### config.mk
export PLATFORM = sky130hd
export DESIGN_NAME = axi_ahb_write_ctrl_flat
export DESIGN_NICKNAME = d
export VERILOG_FILES = /design/src/rtl/axi_ahb_write_if.sv /design/src/rtl/axi_ahb_write_ctrl.sv /design/src/flat_wrapper.sv
export SDC_FILE = /design/constraint.sdc
export NUM_CORES = 1
export LEC_CHECK = 0
export BUFFER_PORTS_ARGS = -buffer_cell sky130_fd_sc_hd__clkbuf_2
export CAP_MARGIN = 40
export CORE_ASPECT_RATIO = 0.9
export CORE_MARGIN = 3
export CORE_UTILIZATION = 56
export DETAILED_ROUTE_END_ITERATION = 10
export PLACE_DENSITY = 0.82
export SLEW_MARGIN = 20
export SYNTH_ARGS = -nofsm -noshare
export SYNTH_HDL_FRONTEND = slang
export SYNTH_SLANG_ARGS = --single-unit
export TNS_END_PERCENT = 1
### constraint.sdc
create_clock -name clk -period 3.5 [get_ports clk]
set_input_delay 0.175 -clock clk [delete_from_list [all_inputs] [get_ports clk]]
set_output_delay 0.175 -clock clk [all_outputs]
set_load 0.01 [all_outputs]
### src/rtl/axi_ahb_write_if.sv
// Bundle for the AXI write channel, the arbiter request/grant pair and the AHB master side
// of the write path. 'slave' is the controller view, 'master' is the driving environment.
interface axi_ahb_write_if #(
  parameter int ADDR_W = 32,
  parameter int DATA_W = 32,
  parameter int ID_W   = 4
);
  localparam int STRB_W = DATA_W / 8;

  logic              h_clk_en;

  logic              awvalid;
  logic              awready;
  logic [ADDR_W-1:0] awaddr;
  logic [7:0]        awlen;
  logic [2:0]        awsize;
  logic [1:0]        awburst;
  logic [ID_W-1:0]   awid;

  logic              wvalid;
  logic              wready;
  logic [DATA_W-1:0] wdata;
  logic [STRB_W-1:0] wstrb;

  logic              bvalid;
  logic              bready;
  logic [1:0]        bresp;
  logic [ID_W-1:0]   bid;

  logic              w_req;
  logic              w_grant;

  logic              h_ready;
  logic              h_resp;
  logic [ADDR_W-1:0] h_addr;
  logic [1:0]        h_trans;
  logic [2:0]        h_size;
  logic [DATA_W-1:0] h_wdata;
  logic [STRB_W-1:0] h_wstrb;

  modport slave (
    input  h_clk_en,
    input  awvalid, awaddr, awlen, awsize, awburst, awid,
    output awready,
    input  wvalid, wdata, wstrb,
    output wready,
    input  bready,
    output bvalid, bresp, bid,
    output w_req,
    input  w_grant,
    input  h_ready, h_resp,
    output h_addr, h_trans, h_size, h_wdata, h_wstrb
  );

  modport master (
    output h_clk_en,
    output awvalid, awaddr, awlen, awsize, awburst, awid,
    input  awready,
    output wvalid, wdata, wstrb,
    input  wready,
    output bready,
    input  bvalid, bresp, bid,
    input  w_req,
    output w_grant,
    output h_ready, h_resp,
    input  h_addr, h_trans, h_size, h_wdata, h_wstrb
  );
endinterface

### src/rtl/axi_ahb_write_ctrl.sv
// AXI write front end of the AXI-to-AHB bridge: one AW burst in, one AHB NONSEQ single per
// granted beat out, HRESP errors folded into a single B response.
//
// state   | meaning
// S_IDLE  | awready high, waiting for a burst
// S_BURST | fetching W beats and issuing address phases
// S_DRAIN | last address phase accepted, waiting for its data phase
// S_RESP  | bvalid high until bready
module axi_ahb_write_ctrl #(
  parameter int ADDR_W = 32,
  parameter int DATA_W = 32,
  parameter int ID_W   = 4
) (
  input logic             clk,
  input logic             reset_n,
  axi_ahb_write_if.slave  bus
);
  localparam int STRB_W = DATA_W / 8;

  localparam logic [1:0] BURST_FIXED   = 2'b00;
  localparam logic [1:0] BURST_WRAP    = 2'b10;
  localparam logic [1:0] HTRANS_IDLE   = 2'b00;
  localparam logic [1:0] HTRANS_NONSEQ = 2'b10;
  localparam logic [1:0] RESP_OKAY     = 2'b00;
  localparam logic [1:0] RESP_SLVERR   = 2'b10;

  typedef enum logic [1:0] {
    S_IDLE  = 2'd0,
    S_BURST = 2'd1,
    S_DRAIN = 2'd2,
    S_RESP  = 2'd3
  } state_t;

  state_t            state_q, state_d;
  logic [ADDR_W-1:0] addr_q, addr_d;
  logic [7:0]        len_q, len_d;
  logic [2:0]        size_q, size_d;
  logic [1:0]        burst_q, burst_d;
  logic [ID_W-1:0]   id_q, id_d;
  logic [8:0]        beats_left_q, beats_left_d;
  logic [8:0]        fetch_left_q, fetch_left_d;
  logic              err_q, err_d;
  logic              buf_valid_q, buf_valid_d;
  logic [DATA_W-1:0] buf_data_q, buf_data_d;
  logic [STRB_W-1:0] buf_strb_q, buf_strb_d;
  logic              dp_valid_q, dp_valid_d;
  logic [DATA_W-1:0] dp_data_q, dp_data_d;
  logic [STRB_W-1:0] dp_strb_q, dp_strb_d;

  logic              wready_w;
  logic              aw_fire, w_fire, addr_acc, dp_done;
  logic [ADDR_W-1:0] incr, wrap_mask, addr_seq, addr_next;
  logic              wrap_ok;

  assign wready_w = (state_q == S_BURST) & ~buf_valid_q & (fetch_left_q != 9'd0);
  assign aw_fire  = bus.awvalid & (state_q == S_IDLE);
  assign w_fire   = bus.wvalid & wready_w;
  assign addr_acc = (state_q == S_BURST) & bus.h_clk_en & bus.w_grant & buf_valid_q & bus.h_ready;
  assign dp_done  = bus.h_clk_en & bus.h_ready & dp_valid_q;

  // WRAP only for power-of-two burst lengths; anything else degrades to INCR.
  always_comb begin
    incr      = ADDR_W'(1) << size_q;
    wrap_mask = ((ADDR_W'(len_q) + ADDR_W'(1)) << size_q) - ADDR_W'(1);
    addr_seq  = addr_q + incr;
    wrap_ok   = (burst_q == BURST_WRAP) &&
                ((len_q == 8'd1) || (len_q == 8'd3) || (len_q == 8'd7) || (len_q == 8'd15));
    addr_next = addr_seq;
    if (burst_q == BURST_FIXED) begin
      addr_next = addr_q;
    end else if (wrap_ok) begin
      addr_next = (addr_q & ~wrap_mask) | (addr_seq & wrap_mask);
    end
  end

  always_comb begin
    state_d      = state_q;
    addr_d       = addr_q;
    len_d        = len_q;
    size_d       = size_q;
    burst_d      = burst_q;
    id_d         = id_q;
    beats_left_d = beats_left_q;
    fetch_left_d = fetch_left_q;
    err_d        = err_q;
    buf_valid_d  = buf_valid_q;
    buf_data_d   = buf_data_q;
    buf_strb_d   = buf_strb_q;
    dp_valid_d   = dp_valid_q;
    dp_data_d    = dp_data_q;
    dp_strb_d    = dp_strb_q;

    case (state_q)
      S_IDLE: begin
        if (aw_fire) begin
          addr_d       = bus.awaddr;
          len_d        = bus.awlen;
          size_d       = bus.awsize;
          burst_d      = bus.awburst;
          id_d         = bus.awid;
          beats_left_d = {1'b0, bus.awlen} + 9'd1;
          fetch_left_d = {1'b0, bus.awlen} + 9'd1;
          err_d        = 1'b0;
          state_d      = S_BURST;
        end
      end
      S_BURST: begin
        if (addr_acc && (beats_left_q == 9'd1)) begin
          state_d = S_DRAIN;
        end
      end
      S_DRAIN: begin
        if (dp_done) begin
          state_d = S_RESP;
        end
      end
      S_RESP: begin
        if (bus.bready) begin
          state_d = S_IDLE;
        end
      end
      default: state_d = S_IDLE;
    endcase

    if (w_fire) begin
      buf_valid_d  = 1'b1;
      buf_data_d   = bus.wdata;
      buf_strb_d   = bus.wstrb;
      fetch_left_d = fetch_left_q - 9'd1;
    end

    if (dp_done) begin
      dp_valid_d = 1'b0;
      if (bus.h_resp) begin
        err_d = 1'b1;
      end
    end

    // A new address phase refills the data-phase register in the same HCLK edge
    // that retires the previous one, so dp_valid stays high across back-to-back beats.
    if (addr_acc) begin
      dp_valid_d   = 1'b1;
      dp_data_d    = buf_data_q;
      dp_strb_d    = buf_strb_q;
      buf_valid_d  = 1'b0;
      beats_left_d = beats_left_q - 9'd1;
      addr_d       = addr_next;
    end
  end

  always_ff @(posedge clk or negedge reset_n) begin
    if (!reset_n) begin
      state_q      <= S_IDLE;
      addr_q       <= '0;
      len_q        <= '0;
      size_q       <= '0;
      burst_q      <= '0;
      id_q         <= '0;
      beats_left_q <= '0;
      fetch_left_q <= '0;
      err_q        <= 1'b0;
      buf_valid_q  <= 1'b0;
      buf_data_q   <= '0;
      buf_strb_q   <= '0;
      dp_valid_q   <= 1'b0;
      dp_data_q    <= '0;
      dp_strb_q    <= '0;
    end else begin
      state_q      <= state_d;
      addr_q       <= addr_d;
      len_q        <= len_d;
      size_q       <= size_d;
      burst_q      <= burst_d;
      id_q         <= id_d;
      beats_left_q <= beats_left_d;
      fetch_left_q <= fetch_left_d;
      err_q        <= err_d;
      buf_valid_q  <= buf_valid_d;
      buf_data_q   <= buf_data_d;
      buf_strb_q   <= buf_strb_d;
      dp_valid_q   <= dp_valid_d;
      dp_data_q    <= dp_data_d;
      dp_strb_q    <= dp_strb_d;
    end
  end

  assign bus.awready = (state_q == S_IDLE);
  assign bus.wready  = wready_w;
  assign bus.bvalid  = (state_q == S_RESP);
  assign bus.bresp   = err_q ? RESP_SLVERR : RESP_OKAY;
  assign bus.bid     = id_q;
  assign bus.w_req   = buf_valid_q & (state_q == S_BURST);
  assign bus.h_trans = (bus.w_grant && buf_valid_q && (state_q == S_BURST)) ? HTRANS_NONSEQ
                                                                             : HTRANS_IDLE;
  assign bus.h_addr  = addr_q;
  assign bus.h_size  = size_q;
  assign bus.h_wdata = dp_data_q;
  assign bus.h_wstrb = dp_strb_q;

endmodule

### src/flat_wrapper.sv
// flat-port wrapper written by rule: the top's interface ports become plain ports
module axi_ahb_write_ctrl_flat 
#(
  parameter int ADDR_W = 32,
  parameter int DATA_W = 32,
  parameter int ID_W   = 4
)
  (clk, reset_n, bus_h_clk_en, bus_awvalid, bus_awaddr, bus_awlen, bus_awsize, bus_awburst, bus_awid, bus_awready, bus_wvalid, bus_wdata, bus_wstrb, bus_wready, bus_bready, bus_bvalid, bus_bresp, bus_bid, bus_w_req, bus_w_grant, bus_h_ready, bus_h_resp, bus_h_addr, bus_h_trans, bus_h_size, bus_h_wdata, bus_h_wstrb);
  axi_ahb_write_if #(.ADDR_W(ADDR_W), .DATA_W(DATA_W), .ID_W(ID_W)) bus_i ();
  input logic clk;
  input logic reset_n;
  input wire logic [$bits(bus_i.h_clk_en)-1:0] bus_h_clk_en;
  input wire logic [$bits(bus_i.awvalid)-1:0] bus_awvalid;
  input wire logic [$bits(bus_i.awaddr)-1:0] bus_awaddr;
  input wire logic [$bits(bus_i.awlen)-1:0] bus_awlen;
  input wire logic [$bits(bus_i.awsize)-1:0] bus_awsize;
  input wire logic [$bits(bus_i.awburst)-1:0] bus_awburst;
  input wire logic [$bits(bus_i.awid)-1:0] bus_awid;
  output wire logic [$bits(bus_i.awready)-1:0] bus_awready;
  input wire logic [$bits(bus_i.wvalid)-1:0] bus_wvalid;
  input wire logic [$bits(bus_i.wdata)-1:0] bus_wdata;
  input wire logic [$bits(bus_i.wstrb)-1:0] bus_wstrb;
  output wire logic [$bits(bus_i.wready)-1:0] bus_wready;
  input wire logic [$bits(bus_i.bready)-1:0] bus_bready;
  output wire logic [$bits(bus_i.bvalid)-1:0] bus_bvalid;
  output wire logic [$bits(bus_i.bresp)-1:0] bus_bresp;
  output wire logic [$bits(bus_i.bid)-1:0] bus_bid;
  output wire logic [$bits(bus_i.w_req)-1:0] bus_w_req;
  input wire logic [$bits(bus_i.w_grant)-1:0] bus_w_grant;
  input wire logic [$bits(bus_i.h_ready)-1:0] bus_h_ready;
  input wire logic [$bits(bus_i.h_resp)-1:0] bus_h_resp;
  output wire logic [$bits(bus_i.h_addr)-1:0] bus_h_addr;
  output wire logic [$bits(bus_i.h_trans)-1:0] bus_h_trans;
  output wire logic [$bits(bus_i.h_size)-1:0] bus_h_size;
  output wire logic [$bits(bus_i.h_wdata)-1:0] bus_h_wdata;
  output wire logic [$bits(bus_i.h_wstrb)-1:0] bus_h_wstrb;
  assign bus_i.h_clk_en = bus_h_clk_en;
  assign bus_i.awvalid = bus_awvalid;
  assign bus_i.awaddr = bus_awaddr;
  assign bus_i.awlen = bus_awlen;
  assign bus_i.awsize = bus_awsize;
  assign bus_i.awburst = bus_awburst;
  assign bus_i.awid = bus_awid;
  assign bus_awready = bus_i.awready;
  assign bus_i.wvalid = bus_wvalid;
  assign bus_i.wdata = bus_wdata;
  assign bus_i.wstrb = bus_wstrb;
  assign bus_wready = bus_i.wready;
  assign bus_i.bready = bus_bready;
  assign bus_bvalid = bus_i.bvalid;
  assign bus_bresp = bus_i.bresp;
  assign bus_bid = bus_i.bid;
  assign bus_w_req = bus_i.w_req;
  assign bus_i.w_grant = bus_w_grant;
  assign bus_i.h_ready = bus_h_ready;
  assign bus_i.h_resp = bus_h_resp;
  assign bus_h_addr = bus_i.h_addr;
  assign bus_h_trans = bus_i.h_trans;
  assign bus_h_size = bus_i.h_size;
  assign bus_h_wdata = bus_i.h_wdata;
  assign bus_h_wstrb = bus_i.h_wstrb;
  axi_ahb_write_ctrl #(.ADDR_W(ADDR_W), .DATA_W(DATA_W), .ID_W(ID_W)) u_core (.clk(clk), .reset_n(reset_n), .bus(bus_i));
endmodule
# Word level (Yosys, flattened, before mapping)
# Cells that the tools add are included.
totals:
  ff_bits: 144
  inputBits: 94
  out_inout_bits: 83
  elab_cells: 98
classes:
  add_sub_neg: 6
  eq_ne: 14
  n_shift: 2
  n_mux: 24
  bitwise: 16
  n_reduce_logical: 21
op_table:
  columns: ["operator", "count"]
  rows:
  - ["two-way mux 32 bit", 5]
  - ["bitwise AND 32 bit", 2]
  - ["two-way mux 9 bit", 4]
  - ["adder 32 bit", 1]
  - ["inverter 32 bit", 1]
  - ["OR 32 bit", 1]
  - ["<< shifter 1 x 3 -> 32 bit (first input constant)", 1]
  - ["<< shifter 32 x 3 -> 32 bit", 1]
  - ["subtractor 32 x 1 -> 32 bit (second input constant)", 1]
  - ["adder 8 x 1 -> 9 bit (second input constant)", 2]
  - ["subtractor 9 x 1 -> 9 bit (second input constant)", 2]
  - ["two-way mux 2 bit", 6]
  - ["nonzero test 2 bit", 6]
  - ["bitwise AND 1 bit", 11]
  - ["== test 9 x 1 -> 1 bit (second input constant)", 1]
  - ["nonzero test 9 bit", 1]
  - ["== test 8 x 1 -> 1 bit (second input constant)", 1]
  - ["== test 8 x 2 -> 1 bit (second input constant)", 1]
  - ["== test 8 x 3 -> 1 bit (second input constant)", 1]
  - ["== test 8 x 4 -> 1 bit (second input constant)", 1]
  - ["two-way mux 1 bit", 8]
  - ["case mux 2 bit (4 select lines)", 1]
  - ["== test 2 bit (second input constant)", 3]
  - ["inequality test 2 bit (second input constant)", 3]
  - ["9 further kinds", 18]

# Logic depth before layout (Yosys ltp)
logic_depth:
  word_depth: 9
  mapped_depth: 17
  mapped_depth_nobuf: 15

# Worst setup path after synthesis
# OpenSTA, ideal clock, no wires.
synth_path:
  path_kind: "register to register"
  from: "reg u_core.len_q[0]"
  to: "reg with a tool-made name"
  setup_ps: 79
  arrival_ps: 3106
  required_ps: 3421
  setup_slack_ps: 315
  stages_incl_launch_ff: 15
  path_buffers: 1
  synth_period_minus_slack_ps: 3185
  path_cell_list: "dfrtp_1 -> ha_1 -> buf_4 -> xor2_1 -> a211oi_1 -> o311ai_0 -> o31a_1 -> nor3_1 -> nand2_1 -> nor2_1 -> ha_1 -> o21ai_0 -> or4_1 -> a21oi_1 -> a2bb2oi_1"
synth_rtl:
  columns: ["element", "line_no", "text"]
  rows:
  - ["start, declared", "axi_ahb_write_ctrl.sv:36", "logic [7:0] len_q, len_d;"]
  - ["start signal, assigned", "axi_ahb_write_ctrl.sv:171", "len_q <= len_d;"]

==> summary.md <==
| Metric | Value |
|---|---|
| Maxcap violations | `0` |
| Required time worst endpoint | `3840 ps` |
| P_sw | `4110 uW` |
| Routed Antenna Nets | `0` |
| Final Util | `75.3%` |
| Die Ht | `122 um` |
| Clk Latency, worst-skew pair | `420 ps` |
| Final setup viols | `0` |
| Skew final | `10.6 ps` |
| Hold WC Path Type | `in -> reg` |
| CP Max Fanout | `8` |
| Global-route wire length before repair | `39800 um` |
| Min Tclk post-route | `3380 ps` |
| DP HPWL | `16400 um` |
| # IOs | `177` |
| Slew Viols, Final | `0` |
| Top_reg_cell synth | `dfrtp_1` |
| Core area | `14300 sq um` |
| Leakage power | `0.00527 uW` |
| DIE AREA | `16500 sq um` |
| Comb power frac | `47.4%` |
| Detailed-route via count | `8562` |
| Final Non-Filler Cells | `1469` |
| Pwr dens | `883 nW/um^2` |
| Internal cell power | `5390 uW` |
| CTS H-tree lvls | `4` |
| Share of cells above drive strength 1 | `22.9%` |
| Sw frac | `43.3%` |
| Number of core rows | `41` |
| Vias in the first global route | `8162` |
| Drt wl/cell | `16.6 um` |
| Element type at the critical path end | `flip-flop` |
| Clk network pwr share | `18.7%` |
| Antenna violations before repair | `0` |
| Post-synth ARST share | `100%` |
| Syn avg cell area | `8.07 sq um` |
| # nets final | `1376` |
| Fmax | `296 MHz` |
| Register share of total power | `33.8%` |
| Syn Inst Count | `1038` |
| Cell total after placement | `1383` |
| First DRT Iteration DRCs | `718` |
| Status | `complete, no violations` |
| Kind of critical path | `reg -> reg` |
| Element type at the critical path start | `flip-flop` |
| Total wire length | `24400 um` |
| Worst slew pin tran | `648 ps` |
| CTS Buf Count | `17` |
| CP Data Arrival Time | `3720 ps` |
| DRC viols | `0` |
| RSZ-0062 raised after global routing | `yes` |
| Starting density of the core | `58.5%` |
| TritonCTS clock tree | `built` |
| VDD IR max | `0.567 mV` |
| Die Width | `135 um` |
| Root buf cell | `clkbuf_16` |
| Sequential area share after synthesis | `43.0%` |
| Clock Sinks | `144` |
| Yosys Warn Count | `0` |
| GPL Wtd Cong | `0.969` |
| GRT Total Usage | `29.7%` |
| Post-Syn Area | `8380 sq um` |
| DRT Pass-1 Iters | `5` |
| Synthesized flop and latch total | `144` |
| Clock Path Buffers | `2` |
| Vias per cell | `5.83` |
| Slew headroom | `56.6%` |
| Clock slew at reported path FFs | `60 ps` |
| Grt total ovfl | `0` |
| Final hold violation count | `0` |
| # fillers | `1065` |
| P&R area growth vs syn | `28.6%` |
| Fin crit share | `96.6%` |
| Buffers on Ports | `174` |
| Post-synthesis cell type count | `74` |
| Pin count of the biggest net entering global routing | `92` |
| Post-synth EDFFs | `0` |
| Final hold slack | `22.3 ps` |
## stage by stage
step | area, sq um | TNS, ps | power, uW | setup WS (ps)
after floorplan | 8380 | 0 | 5890 | 315
after global placement | 9530 | 0 | 7240 | 189
after detailed placement | 9530 | 0 | 7370 | 58.1
after CTS | 10600 | 0 | 9240 | 30.2
after global routing | 10800 | -63.3 | 10200 | -63.3
final | 10800 | 0 | 9510 | 119
## logic make-up after synthesis
logic type	synth area share [%]
adders and majority gates	3.23
other	0.0448
buffers and inverters	4.46
muxes	0.687
AOI/OAI and AO/OA	20.2
and+or+nand+nor	26.3
DFF	43.0
xor gates and xnor gates	2.09
## Yosys cell counts, types with 11 or more instances
library cell	instances	share of area [%]
nand2_1	336	15
dfrtp_1	144	43
o21ai_0	68	4.1
nor2_1	57	2.6
a21oi_1	41	2.4
clkbuf_1	38	1.7
nand3_1	23	1.4
inv_1	22	0.99
ha_1	20	3.0
a31oi_1	17	1.3
nor3_1	16	0.96
o211ai_1	14	1.3
and3_1	13	0.97
a211oi_1	12	1.1
xnor2_1	11	1.1
## layer usage
metal / GRT usage [%] / vias up / part of all wire (%)
met3: 6.98 / 45 / 9.1
met1: 40.3 / 4003 / 42
met2: 48.0 / 450 / 47
li1: - / 4064 / -
met5: 0 / - / 0
met4: 8.94 / 0 / 2.0
## area by class of cell
type,count,area [sq um],area share [%]
clock buffer,19,453,4.20
clock inverter,13,126,1.17
multi-input combinational,810,4530,42.0
sequential,144,3610,33.5
timing repair buffer,265,1720,16.0
antenna,2,5.00,0.0465
inverter,23,86.3,0.801
tap,193,241,2.24
## critical path, cell delays in order (launching register included)
cell and delay, ps:
dfrtp_2 460, ha_4 210, nand4_1 140, a21o_1 190, a32o_2 290, o41a_1 490, nor3_2 180, nand2_1 100
nor2_1 120, ha_1 170, o21ai_0 100, or4_4 590, a21oi_2 150, a2bb2oi_2 130
## cell usage in the layout, fill, tap and decap left out, types with 18 or more instances in the layout
cell and count:
a21oi_1 39, buf_4 39, nand3_1 20, dlygate4sd3_1 48
o21ai_0 68, inv_1 22, nor2_1 57, nand2_1 336
dfrtp_1 138, ha_1 18, clkbuf_2 173
## power by group through the flow
stage          Clock (uW)  Sequential, uW  Combinational (uW)
2_1_floorplan           0            3160                2730
3_3_place_gp            0            3160                4080
3_5_place_dp            0            3170                4200
4_1_cts              1810            3170                4270
5_1_grt              1880            3320                5020
6_report             1780            3220                4510
## path summary, 6_finish.rpt
path	startpoint	endpoint	slack, ps	cells after the start
setup reg to reg	u_core.len_q[0]	flip-flop	120	13
hold / removal	bus_awlen[7]	u_core.len_q[7]	20	3
min in group asynchronous	reset_n	async pin	180	2
max in group asynchronous	reset_n	u_core.len_q[4]	2700	3
hold reg to reg	u_core.buf_data_q[12]	u_core.bus.h_wdata[12]	470	2
setup / recovery	u_core.len_q[0]	flip-flop	120	13
## timing repair
item,4_1_cts,5_1_grt
hold endpoints to repair,137,0
hold buffers,48,0
resized for setup,0,31
setup endpoints to repair,0,14
setup buffers,0,3
(Power assumes the default switching activity.)
